--- src/rtl/fir_share_scheduler.sv ---
// rtl/fir_share_scheduler.sv - round-robin time-sharing of one FIR datapath with prioritised coefficient access
module fir_share_scheduler #(
   parameter int NUM_REQ = 2,
   parameter int TIMEOUT = 16
) (
   input  logic                   clk,
   input  logic                   rst,
   input  logic [NUM_REQ-1:0]     req_valid,
   input  logic [16*NUM_REQ-1:0]  req_data,
   output logic [NUM_REQ-1:0]     req_ready,
   input  logic                   cfg_req,
   output logic                   cfg_gnt,
   output logic [15:0]            sample_data,
   output logic                   data_ready,
   input  logic                   modwait,
   input  logic [15:0]            fir_out,
   input  logic                   err,
   output logic                   result_valid,
   output logic [15:0]            result_data,
   output logic [1:0]             result_id,
   output logic                   result_err,
   output logic                   busy
);

   localparam int CW = (TIMEOUT > 2) ? $clog2(TIMEOUT) : 1;

   typedef enum logic [2:0] {
      IDLE    = 3'd0,
      ISSUE   = 3'd1,
      WAIT_HI = 3'd2,
      WAIT_LO = 3'd3,
      DONE    = 3'd4,
      CFG     = 3'd5
   } state_t;

   state_t               state;
   state_t               state_next;
   logic [1:0]           rr_ptr;
   logic [1:0]           id_reg;
   logic [CW-1:0]        wait_cnt;
   logic                 sel_found;
   logic [1:0]           sel_idx;
   logic [NUM_REQ-1:0]   sel_onehot;
   logic [15:0]          sel_data;
   logic [2:0]           cand;
   logic                 grant;
   logic                 timeout_hit;

   assign timeout_hit = (wait_cnt == CW'(TIMEOUT - 1));

   // Pick the first valid requester at or after the round-robin pointer, wrapping at NUM_REQ.
   always_comb begin
      sel_found  = 1'b0;
      sel_idx    = 2'd0;
      sel_onehot = '0;
      sel_data   = 16'h0000;
      cand       = 3'd0;
      for (int k = 0; k < NUM_REQ; k++) begin
         cand = {1'b0, rr_ptr} + 3'(k);
         if (cand >= 3'(NUM_REQ)) begin
            cand = cand - 3'(NUM_REQ);
         end
         for (int i = 0; i < NUM_REQ; i++) begin
            if (!sel_found && (cand == 3'(i)) && req_valid[i]) begin
               sel_found     = 1'b1;
               sel_idx       = 2'(i);
               sel_onehot[i] = 1'b1;
               sel_data      = req_data[16*i +: 16];
            end
         end
      end
   end

   // Next-state and handshake decode; configuration wins over samples whenever IDLE sees it.
   always_comb begin
      state_next   = state;
      req_ready    = '0;
      data_ready   = 1'b0;
      cfg_gnt      = 1'b0;
      result_valid = 1'b0;
      grant        = 1'b0;
      case (state)
         IDLE: begin
            if (cfg_req) begin
               state_next = CFG;
            end else if (sel_found && !rst) begin
               grant      = 1'b1;
               req_ready  = sel_onehot;
               state_next = ISSUE;
            end
         end
         ISSUE: begin
            data_ready = 1'b1;
            state_next = WAIT_HI;
         end
         WAIT_HI: begin
            data_ready = 1'b1;
            if (modwait) begin
               state_next = WAIT_LO;
            end else if (timeout_hit) begin
               state_next = DONE;
            end
         end
         WAIT_LO: begin
            if (!modwait) begin
               state_next = DONE;
            end
         end
         DONE: begin
            result_valid = 1'b1;
            state_next   = IDLE;
         end
         CFG: begin
            cfg_gnt = 1'b1;
            if (!cfg_req && !modwait) begin
               state_next = IDLE;
            end
         end
         default: state_next = IDLE;
      endcase
   end

   assign busy = (state != IDLE);

   // State register.
   always_ff @(posedge clk or posedge rst) begin
      if (rst) begin
         state <= IDLE;
      end else begin
         state <= state_next;
      end
   end

   // Latch the granted sample and its ID, and advance the round-robin pointer past the winner.
   always_ff @(posedge clk or posedge rst) begin
      if (rst) begin
         sample_data <= 16'h0000;
         id_reg      <= 2'd0;
         rr_ptr      <= 2'd0;
      end else if (grant) begin
         sample_data <= sel_data;
         id_reg      <= sel_idx;
         rr_ptr      <= (sel_idx == 2'(NUM_REQ - 1)) ? 2'd0 : sel_idx + 2'd1;
      end
   end

   // Cycles spent in WAIT_HI waiting for the filter to acknowledge the sample.
   always_ff @(posedge clk or posedge rst) begin
      if (rst) begin
         wait_cnt <= '0;
      end else if (state == ISSUE) begin
         wait_cnt <= '0;
      end else if (state == WAIT_HI) begin
         wait_cnt <= wait_cnt + 1'b1;
      end
   end

   // Result fields update only when heading into DONE and hold until the next one.
   always_ff @(posedge clk or posedge rst) begin
      if (rst) begin
         result_data <= 16'h0000;
         result_err  <= 1'b0;
         result_id   <= 2'd0;
      end else if ((state == WAIT_HI) && !modwait && timeout_hit) begin
         result_data <= 16'h0000;
         result_err  <= 1'b1;
         result_id   <= id_reg;
      end else if ((state == WAIT_LO) && !modwait) begin
         result_data <= fir_out;
         result_err  <= err;
         result_id   <= id_reg;
      end
   end

endmodule

--- config.mk ---
export PLATFORM = sky130hd
export DESIGN_NAME = fir_share_scheduler
export DESIGN_NICKNAME = d
export VERILOG_FILES = /design/src/rtl/fir_share_scheduler.sv
export SDC_FILE = /design/constraint.sdc
export NUM_CORES = 1
export LEC_CHECK = 0
export CELL_PAD_IN_SITES_DETAIL_PLACEMENT = 1
export CELL_PAD_IN_SITES_GLOBAL_PLACEMENT = 2
export CORE_MARGIN = 1.5
export CORE_UTILIZATION = 26
export CTS_CLUSTER_SIZE = 40
export DETAILED_ROUTE_END_ITERATION = 10
export PLACE_DENSITY = 0.86
export SLEW_MARGIN = 15
export SYNTH_ARGS = -nofsm -noshare
export SYNTH_HDL_FRONTEND = slang
export SYNTH_SLANG_ARGS = --single-unit
--- constraint.sdc ---
create_clock -name clk -period 8.5 [get_ports clk]
set_clock_uncertainty 0.05 [all_clocks]
set_input_delay 2.125 -clock clk [delete_from_list [all_inputs] [get_ports clk]]
set_output_delay 2.125 -clock clk [all_outputs]
set_load 0.005 [all_outputs]
==> run metrics <==
Post-CTS Setup Inserts=0; R2R Path End=sample_data[4]; sink of the worst hold path=id_reg[0]; Slew Limit Fails=0; fin crit period=6580 ps; Setup TNS=0 ps; final core utilization=40.7%; Final HPWL DP=4130 um; CP Launch Type=input pin; final net count=around 340; Ports=96; WL met2=2780 um; DIE AREA=about 8600 um^2; setup repair after global routing missed its margin=false; CTS-repair resized insts=0; clk_lat worst skew=290 ps; area delta synth->final=50.8%; total CTS buffers=5; initial antenna violation count=0; Vias per Instance=4.68; final wirelength=about 5700 um; period utilization=roughly 77%; CTS sink count=43; Crit Path Max Fanout=44; Overall Power=0.916 mW; Starting DRT DRC Count=37; Pleak=1.29 nW; HP Class=reg -> reg; status=completed; Slowest-stage cell, CP=and4_1; die width=roughly 93 um; Die Y=roughly 93 um; initial core utilization=27.0%; worst hold stages=1; Mapped Area=between 2000 and 2500 um^2; total number of vias=1824; global-route wire length before repair=9380 um; filler instances=855; Final Hold Viols=0; GRT overflow=0; CP dominant cell by count=clkdlybuf4s50_1; min-delay src=id_reg[0]; number of H-tree levels=2; largest net degree at the start of global routing=45; critical-path cell list=clkdlybuf4s50_1 -> inv_2 -> buf_4 -> and4_1 -> clkdlybuf4s50_1; WS Path Type=in -> out; cell family with the largest share of critical-path delay=buffers and inverters; Reg2Reg Depth=4; reg2reg setup slack=6230 ps; Seq/Total Area, Yosys=between 50% and 60%; Distinct cells, synth=37; Setup-failing EPs final=0; IO buf count=94; Crit. End Element=primary output; highest metal used=met4; biggest regs=result_data x16, sample_data x16, wait_cnt x4; ratio of cells with drive above 1 in the final layout=5.90%; metal3 WL=435 um; maximum VDD drop=around 0.12 mV; Max clock buf depth=2; vias in the first global route=1902; fmax=152 MHz; cell count after placement=382; WP buf/inv=4; synth warn=0; CTS tree=built; gpl congestion=0.689; crit-path max cell delay=around 690 ps; Worst-Margin Slew=901 ps; Synthesized Nets=roughly 260; Syn Area/Cell=10.3 um^2; most frequent cells in the layout=clkdlybuf4s50_1 (94), dfrtp_1 (43), nand2_1 (40); Mapped Cells=202; drt pass-1 iters=4; commonest non-fill, non-tap cell in the layout=clkdlybuf4s50_1; Critical Path AT=4410 ps; WL met1=between 2000 and 2500 um; Routed WL per cell=~15 um; Max Cap Viol=0; post-route ant nets=0; CTS clk-pin slew, worst paths=80 ps; post-route DRC violation count=0; Hold-fix buffers, CTS=0; CORE AREA=7730 um^2; Hold WS=437 ps; total track usage=13.8%; Clock Tree Root=clkbuf_8; Seq cells post-synth=43; non-filler cells in the finished layout=390; reg2reg start=state[0]; Slew HR=39.9%; Data required, critical path=6330 ps; num rows=32; ant diodes=0; power per cell area=291 nW/um^2
[worst reg2reg max path, stage by stage (launching register included)]
cell and delay [ps]:
dfrtp_1 600, nor4_4 350, buf_4 250, o2111a_1 680, a221o_1 270
[through the flow]
stage	worst slack, ps	area, um^2
2_1_floorplan	2630	2080
3_3_place_gp	1890	3060
3_5_place_dp	1870	3060
4_1_cts	1850	3140
5_1_grt	1680	3140
6_report	1920	3140
[routing by layer]
layer	track usage, %	up-vias
li1	-	896
met1	17.2	858
met2	22.5	62
met3	4.68	8
met4	4.23	0
met5	0	-
[report_power, final]
part	internal, mW	leakage, nW	switching [mW]
Clock	0.0562	0.0477	0.0691
Combinational	0.267	0.702	0.148
Sequential	0.295	0.541	0.0814
Total	0.618	1.29	0.298
[kinds of logic (layout without fill, tap and decap cells)]
group	Yosys count	count (layout)	synth area share, %
mux	2	2	1.08
compound gates	71	71	24.3
simple gates	62	62	15.6
buf+inv	22	108	6.60
flops	43	43	51.6
other cells	1	1	0.180
fa+ha+maj	1	1	0.600
[area by class of cell]
class                      count  area (um^2)  share of cell area, %
multi-input combinational    137          886                   28.2
tap                          102          128                   4.06
timing repair buffer          96          956                   30.4
sequential                    43         1080                   34.2
inverter                       4         15.0                  0.478
clock buffer                   5         68.8                   2.19
clock inverter                 3         15.0                  0.478
[synth_stat cells]
master,instances,share of area [%]
dfrtp_1,43,52
nand2_1,40,7.2
a21oi_1,21,5.0
a21boi_0,16,5.8
a221o_1,16,7.7
o21ai_0,9,2.2
buf_2,7,1.7
clkbuf_1,5,0.90
inv_1,4,0.72
nor2_1,4,0.72
buf_6,3,1.6
nand2b_1,3,0.90
a21o_1,2,0.72
and3_1,2,0.60
buf_4,2,0.72
mux2_2,2,1.1
nor3_1,2,0.48
nor4b_1,2,0.84
a22oi_1,1,0.36
a2bb2oi_1,1,0.42
a31oi_1,1,0.30
a41oi_1,1,0.42
and4_1,1,0.42
buf_12,1,0.96
conb_1,1,0.18
ha_1,1,0.60
nand3_1,1,0.24
nand3b_1,1,0.36
nand4bb_1,1,0.54
nor3b_1,1,0.36
nor4_4,1,1.0
nor4b_4,1,1.1
nor4bb_1,1,0.48
o2111a_1,1,0.54
o21ba_2,1,0.48
o22a_1,1,0.42
or3_1,1,0.30
[how the worst max path moves through the flow]
| stage | from | to | slack, ps | cells past startpoint |
|---|---|---|---|---|
| floorplan | rst | req_ready[0] | 2630 | 4 |
| global placement | rst | req_ready[0] | 1890 | 5 |
| detailed placement | rst | req_ready[0] | 1870 | 5 |
| CTS | rst | req_ready[0] | 1850 | 5 |
| global route | rst | req_ready[0] | 1680 | 5 |
| finish | rst | req_ready[0] | 1920 | 5 |
Note: power is estimated with default switching activity, not from simulation.
